<file path="src/rtl/multi_button_pulser.sv">
// N-channel pushbutton conditioner: synchronise, debounce and edge-detect each button, with
// optional hold-to-auto-repeat. `release` is a reserved word, so the release strobe is release_o.

module mbp_channel #(
  parameter int DEBOUNCE_CYCLES = 50000,
  parameter int HOLD_CYCLES     = 25000000,
  parameter int REPEAT_CYCLES   = 5000000
) (
  input  logic clk,
  input  logic rst,
  input  logic btn,
  input  logic rep_en,
  output logic level,
  output logic pulse,
  output logic release_o
);
  localparam int DW   = $clog2(DEBOUNCE_CYCLES);
  localparam int RMAX = (HOLD_CYCLES > REPEAT_CYCLES) ? HOLD_CYCLES : REPEAT_CYCLES;
  localparam int RW   = (RMAX > 1) ? $clog2(RMAX) : 1;
  localparam logic [DW-1:0] D_LAST = DW'(DEBOUNCE_CYCLES - 1);
  localparam logic [DW-1:0] D_ONE  = DW'(1);
  localparam logic [RW-1:0] H_LAST = RW'(HOLD_CYCLES - 1);
  localparam logic [RW-1:0] R_LAST = RW'(REPEAT_CYCLES - 1);
  localparam logic [RW-1:0] R_ONE  = RW'(1);

  localparam logic [1:0] ST_IDLE   = 2'd0;
  localparam logic [1:0] ST_HOLD   = 2'd1;
  localparam logic [1:0] ST_REPEAT = 2'd2;

  logic          s1_q, s1_d, s_q, s_d;
  logic          level_q, level_d, lvl_d1_q, lvl_d1_d;
  logic [DW-1:0] dcnt_q, dcnt_d;
  logic [1:0]    state_q, state_d;
  logic [RW-1:0] rcnt_q, rcnt_d;
  logic          pulse_q, pulse_d, release_q, release_d;
  logic          press, fall, rep_fire;

  always_comb begin
    s1_d     = btn;
    s_d      = s1_q;
    level_d  = level_q;
    dcnt_d   = dcnt_q;
    lvl_d1_d = level_q;
    if (s_q == level_q) begin
      dcnt_d = '0;
    end else if (dcnt_q == D_LAST) begin
      level_d = s_q;
      dcnt_d  = '0;
    end else begin
      dcnt_d = dcnt_q + D_ONE;
    end
  end

  assign press = level_q & ~lvl_d1_q;
  assign fall  = ~level_q & lvl_d1_q;

  // Level low is checked first so a release always beats a coincident repeat expiry.
  always_comb begin
    state_d  = state_q;
    rcnt_d   = rcnt_q;
    rep_fire = 1'b0;
    case (state_q)
      ST_IDLE: begin
        if (press) begin
          state_d = ST_HOLD;
          rcnt_d  = '0;
        end
      end
      ST_HOLD, ST_REPEAT: begin
        if (!level_q) begin
          state_d = ST_IDLE;
          rcnt_d  = '0;
        end else if (!rep_en) begin
          state_d = ST_HOLD;
          rcnt_d  = '0;
        end else if (rcnt_q == ((state_q == ST_HOLD) ? H_LAST : R_LAST)) begin
          rep_fire = 1'b1;
          state_d  = ST_REPEAT;
          rcnt_d   = '0;
        end else begin
          rcnt_d = rcnt_q + R_ONE;
        end
      end
      default: begin
        state_d = ST_IDLE;
        rcnt_d  = '0;
      end
    endcase
    pulse_d   = press | rep_fire;
    release_d = fall;
  end

  always_ff @(posedge clk) begin
    if (rst) begin
      s1_q      <= 1'b0;
      s_q       <= 1'b0;
      level_q   <= 1'b0;
      lvl_d1_q  <= 1'b0;
      dcnt_q    <= '0;
      state_q   <= ST_IDLE;
      rcnt_q    <= '0;
      pulse_q   <= 1'b0;
      release_q <= 1'b0;
    end else begin
      s1_q      <= s1_d;
      s_q       <= s_d;
      level_q   <= level_d;
      lvl_d1_q  <= lvl_d1_d;
      dcnt_q    <= dcnt_d;
      state_q   <= state_d;
      rcnt_q    <= rcnt_d;
      pulse_q   <= pulse_d;
      release_q <= release_d;
    end
  end

  assign level     = level_q;
  assign pulse     = pulse_q;
  assign release_o = release_q;
endmodule

module multi_button_pulser #(
  parameter int NUM_CH          = 4,
  parameter int DEBOUNCE_CYCLES = 50000,
  parameter int HOLD_CYCLES     = 25000000,
  parameter int REPEAT_CYCLES   = 5000000
) (
  input  logic              clk,
  input  logic              rst,
  input  logic [NUM_CH-1:0] buttons,
  input  logic [NUM_CH-1:0] repeat_en,
  output logic [NUM_CH-1:0] level,
  output logic [NUM_CH-1:0] pulse,
  output logic [NUM_CH-1:0] release_o
);
  mbp_channel #(
    .DEBOUNCE_CYCLES(DEBOUNCE_CYCLES),
    .HOLD_CYCLES    (HOLD_CYCLES),
    .REPEAT_CYCLES  (REPEAT_CYCLES)
  ) u_ch [NUM_CH-1:0] (
    .clk      (clk),
    .rst      (rst),
    .btn      (buttons),
    .rep_en   (repeat_en),
    .level    (level),
    .pulse    (pulse),
    .release_o(release_o)
  );
endmodule
</file>
<file path="config.mk">
export PLATFORM = sky130hd
export DESIGN_NAME = multi_button_pulser
export DESIGN_NICKNAME = d
export VERILOG_FILES = /design/src/rtl/multi_button_pulser.sv
export SDC_FILE = /design/constraint.sdc
export NUM_CORES = 1
export LEC_CHECK = 0
export CAP_MARGIN = 25
export CORE_UTILIZATION = 55
export CTS_CLUSTER_DIAMETER = 120
export CTS_CLUSTER_SIZE = 40
export DETAILED_ROUTE_END_ITERATION = 6
export GPL_TIMING_DRIVEN = 0
export HOLD_SLACK_MARGIN = 0.06
export PLACE_DENSITY = 0.82
export SLEW_MARGIN = 5
export SYNTH_ARGS = -nofsm -noshare
export SYNTH_HDL_FRONTEND = slang
export SYNTH_HIERARCHICAL = 1
export SYNTH_SLANG_ARGS = --single-unit
</file>
<file path="constraint.sdc">
create_clock -name clk -period 3.7 [get_ports clk]
set_clock_uncertainty 0.05 [all_clocks]
set_input_delay 0.37 -clock clk [delete_from_list [all_inputs] [get_ports clk]]
set_output_delay 0.37 -clock clk [all_outputs]
set_load 0.01 [all_outputs]
</file>
==> flow_metrics.env <==
export IMPL_status="finished clean"
export IMPL_fin_ws_ps=1404
export IMPL_synth_ff_type="dfxtp_1"
export IMPL_timing_rr_start="u_ch[2]/dcnt_q[0]"
export IMPL_grtUsageTotal_pct=21.86
export IMPL_critPathMaxFanout=10
export IMPL_gp_congestion=0.8449
export IMPL_core_um2=16060
export IMPL_r2r_slack_ps=1400
export IMPL_ios=22
export IMPL_antenna_found_initial=0
export IMPL_layout_commonest_cell="nor2_1"
export IMPL_worst_slew_pin_transition_ps=927.1
export IMPL_ant_nets=0
export IMPL_dieArea_um2=17150
export IMPL_setup_tns_ps=0
export IMPL_synth_simple_area_share_pct=31.27
export IMPL_slew_viol_final=0
export IMPL_cp_depth=8
export IMPL_cp_start_kind="flip-flop"
export IMPL_slowest_delay_ps=390
export IMPL_crit_required_ps=3970
export IMPL_cts_resized=0
export IMPL_rows=46
export IMPL_ff2ff_path_depth=8
export IMPL_cts_sinks=196
export IMPL_fin_area_um2=10220
export IMPL_setup_viol_count_final=0
export IMPL_cts_tree="yes"
export IMPL_via_count=7288
export IMPL_yosysTopAreaCell="dfxtp_1"
export IMPL_slowest_stage="dfxtp_1"
export IMPL_crit_top_cell="nor2_1"
export IMPL_cp_num_buf_inv=2
export IMPL_synth_compound_area_share_pct=5.211
export IMPL_gr_total_overflow=0
export IMPL_synthMuxAreaShare_pct=0.8754
export IMPL_cts_buffer_depth=2
export IMPL_drive_above_1_share_pct=6.727
export IMPL_grt_pass1_wl_um=30000
export IMPL_postCtsSetupBuffers=0
export IMPL_fin_crit_ps=2296
export IMPL_vias_per_cell=5.538
export IMPL_htree_levels=4
export IMPL_dp_slack_ps=1259
export IMPL_clk_pin_slew_worst_paths_ps=70
export IMPL_final_cell_mix="nor2_1 (201), dfxtp_1 (196), xor2_1 (98)"
export IMPL_antenna_cells=0
export IMPL_crit_path_end="u_ch[2]/dcnt_q[2]"
export IMPL_crit_family="simple AND/OR/NAND/NOR gates"
export IMPL_yosys_top_cells_area="dfxtp_1 (43%), xor2_1 (9.4%), nor2_1 (8.2%)"
export IMPL_synthAdderAreaFrac_pct=2.736
export IMPL_synthXorXnorAreaFrac_pct=14.27
export IMPL_min_path_type="flip-flop to flip-flop"
export IMPL_final_nets=1118
export IMPL_dp_hpwl_um=11890
export IMPL_route_detailed_drc=0
export IMPL_end_kind="flip-flop"
export IMPL_drt_total_wl_um=17570
export IMPL_crit_start="u_ch[2]/dcnt_q[0]"
export IMPL_synthCells=1048
export IMPL_cellPowerDensity_nw_per_um2=398.8
export IMPL_regArea_um2=3924
export IMPL_async_reset_ff_share_pct=0
export IMPL_crit_type="flip-flop to flip-flop"
export IMPL_die_h_um=131.0
export IMPL_fmax_mhz=435.5
export IMPL_grt_max_degree=17
export IMPL_multi_input_area_um2=4972
export IMPL_period_share_pct=62.06
export IMPL_cts_buffers=17
export IMPL_drt_iter0_drc=438
export IMPL_cts_hold_buffers=0
export IMPL_leakage_nw=3.442
export IMPL_die_width_um=131.0
export IMPL_rsz0062_at_grt="no"
export IMPL_portBuffers=21
export IMPL_dpl_instance_area_um2=9628
export IMPL_fillerInstances=1334
export IMPL_synthDominantCellAreaShare_pct=42.89
export IMPL_relSlewSlack_pct=38.08
export IMPL_synth_area_um2=9148
export IMPL_irDropWorstVdd_mv=0.3391
export IMPL_grt_pass1_vias=6759
export IMPL_wire_per_inst_um=13.35
export IMPL_syn_to_final_growth_pct=11.78
export IMPL_reg2reg_to="u_ch[2]/dcnt_q[2]"
export IMPL_final_hold_viol_count=0
export IMPL_syn_area_per_cell_um2=8.729
export IMPL_whs_ps=404.6
export IMPL_synth_edf_count=0
export IMPL_crit_chain="ha_1, nand3_1, or2_2, nor2_1, or3_1, clkbuf_1, buf_2, nor2_1"
export IMPL_clk_latency_ps=430
export IMPL_clock_root_buffer="clkbuf_16"
export IMPL_ys_ff_latch=196
export IMPL_start_util_pct=56.97
export IMPL_synth_seq_area_share_pct=42.89
export IMPL_synth_fp_nets=1078
export IMPL_yosysWarnings=6
export IMPL_synth_distinct_cells=57
export IMPL_maxCapViolations=0
export IMPL_synth_top_family_by_area="simple AND/OR/NAND/NOR gates"
export IMPL_drt_pass1_iterations=5
export IMPL_post_route_util_pct=63.67
export IMPL_cp_data_arrival_time_ps=2560
==> sequential cells by signal, summed over array words and instances, names as in the netlist <==
register / count
u_ch/rcnt_q: 100
u_ch/dcnt_q: 64
u_ch/state_q: 8
u_ch/level: 4
u_ch/lvl_d1_q: 4
u_ch/pulse: 4
u_ch/release_o: 4
u_ch/s1_q: 4
u_ch/s_q: 4
==> worst register-to-register path: stages, from the launching register on <==
cell and delay [ps]:
dfxtp_1 390, ha_1 200, nand3_1 190, or2_2 360, nor2_1 210, or3_1 150
clkbuf_1 250, buf_2 290, nor2_1 80
==> kinds of logic after synthesis <==
logic type / Yosys count
AOI/OAI and AO/OA: 62
adders and majority gates: 20
buffers and inverters: 51
muxes: 8
and+or+nand+nor: 562
xor gates and xnor gates: 149
DFF: 196
==> how the worst min path moves through the flow <==
stage,from,endpoint,slack (ps),depth (start not counted)
floorplan,u_ch[0]/s1_q,u_ch[0]/s_q,360,1
global placement,u_ch[1]/s1_q,u_ch[1]/s_q,370,1
detailed placement,u_ch[0]/s1_q,u_ch[0]/s_q,390,1
CTS,u_ch[1]/s1_q,u_ch[1]/s_q,410,1
global route,u_ch[0]/s1_q,u_ch[0]/s_q,410,1
finish,u_ch[1]/s1_q,u_ch[1]/s_q,400,1
==> Yosys cell counts (all sizes together), types with 4 or more instances <==
library cell	n
nor2	201
dfxtp	196
xor2	98
nand3	96
nand2	79
xnor2	51
nand4	38
a21oi	25
nor3	24
and3	23
clkbuf	23
ha	20
inv	17
nand2b	13
nor2b	12
and2	11
buf	11
nor4b	11
o22ai	9
and4	8
mux2i	8
nor4	8
or4	7
nand4b	6
a2111oi	5
a211o	4
nand3b	4
nor3b	4
or3	4
==> metrics by stage <==
step                instances  power (mW)
floorplan                1048       2.248
global placement         1285       2.278
detailed placement       1285       2.280
CTS                      1316       4.119
global route             1316       4.225
finish                   1316       4.077
==> per-layer routing <==
layer,GRT usage (%),vias up,wire (µm)
li1,-,3669,-
met5,0,-,0
met3,4.438,22,642
met4,8.722,0,258
met1,26.69,3460,8164
met2,37.66,137,8502
==> power by group <==
part	internal, mW	switching, mW	total (mW)
combinational	0.0427	0.0609	0.104
clock	1.08	0.760	1.84
sequential	2.12	0.0105	2.13
==> layout make-up <==
class / count / share of cell area [%]
Clock inverter: 7 / 0.9300
Clock buffer: 24 / 4.907
Buffer: 34 / 1.836
Timing Repair Buffer: 21 / 2.056
Multi-Input combinational cell: 801 / 48.63
Tap cell: 216 / 2.643
Inverter: 17 / 0.6241
Sequential cell: 196 / 38.37
Power figures use the tool's default switching activity.
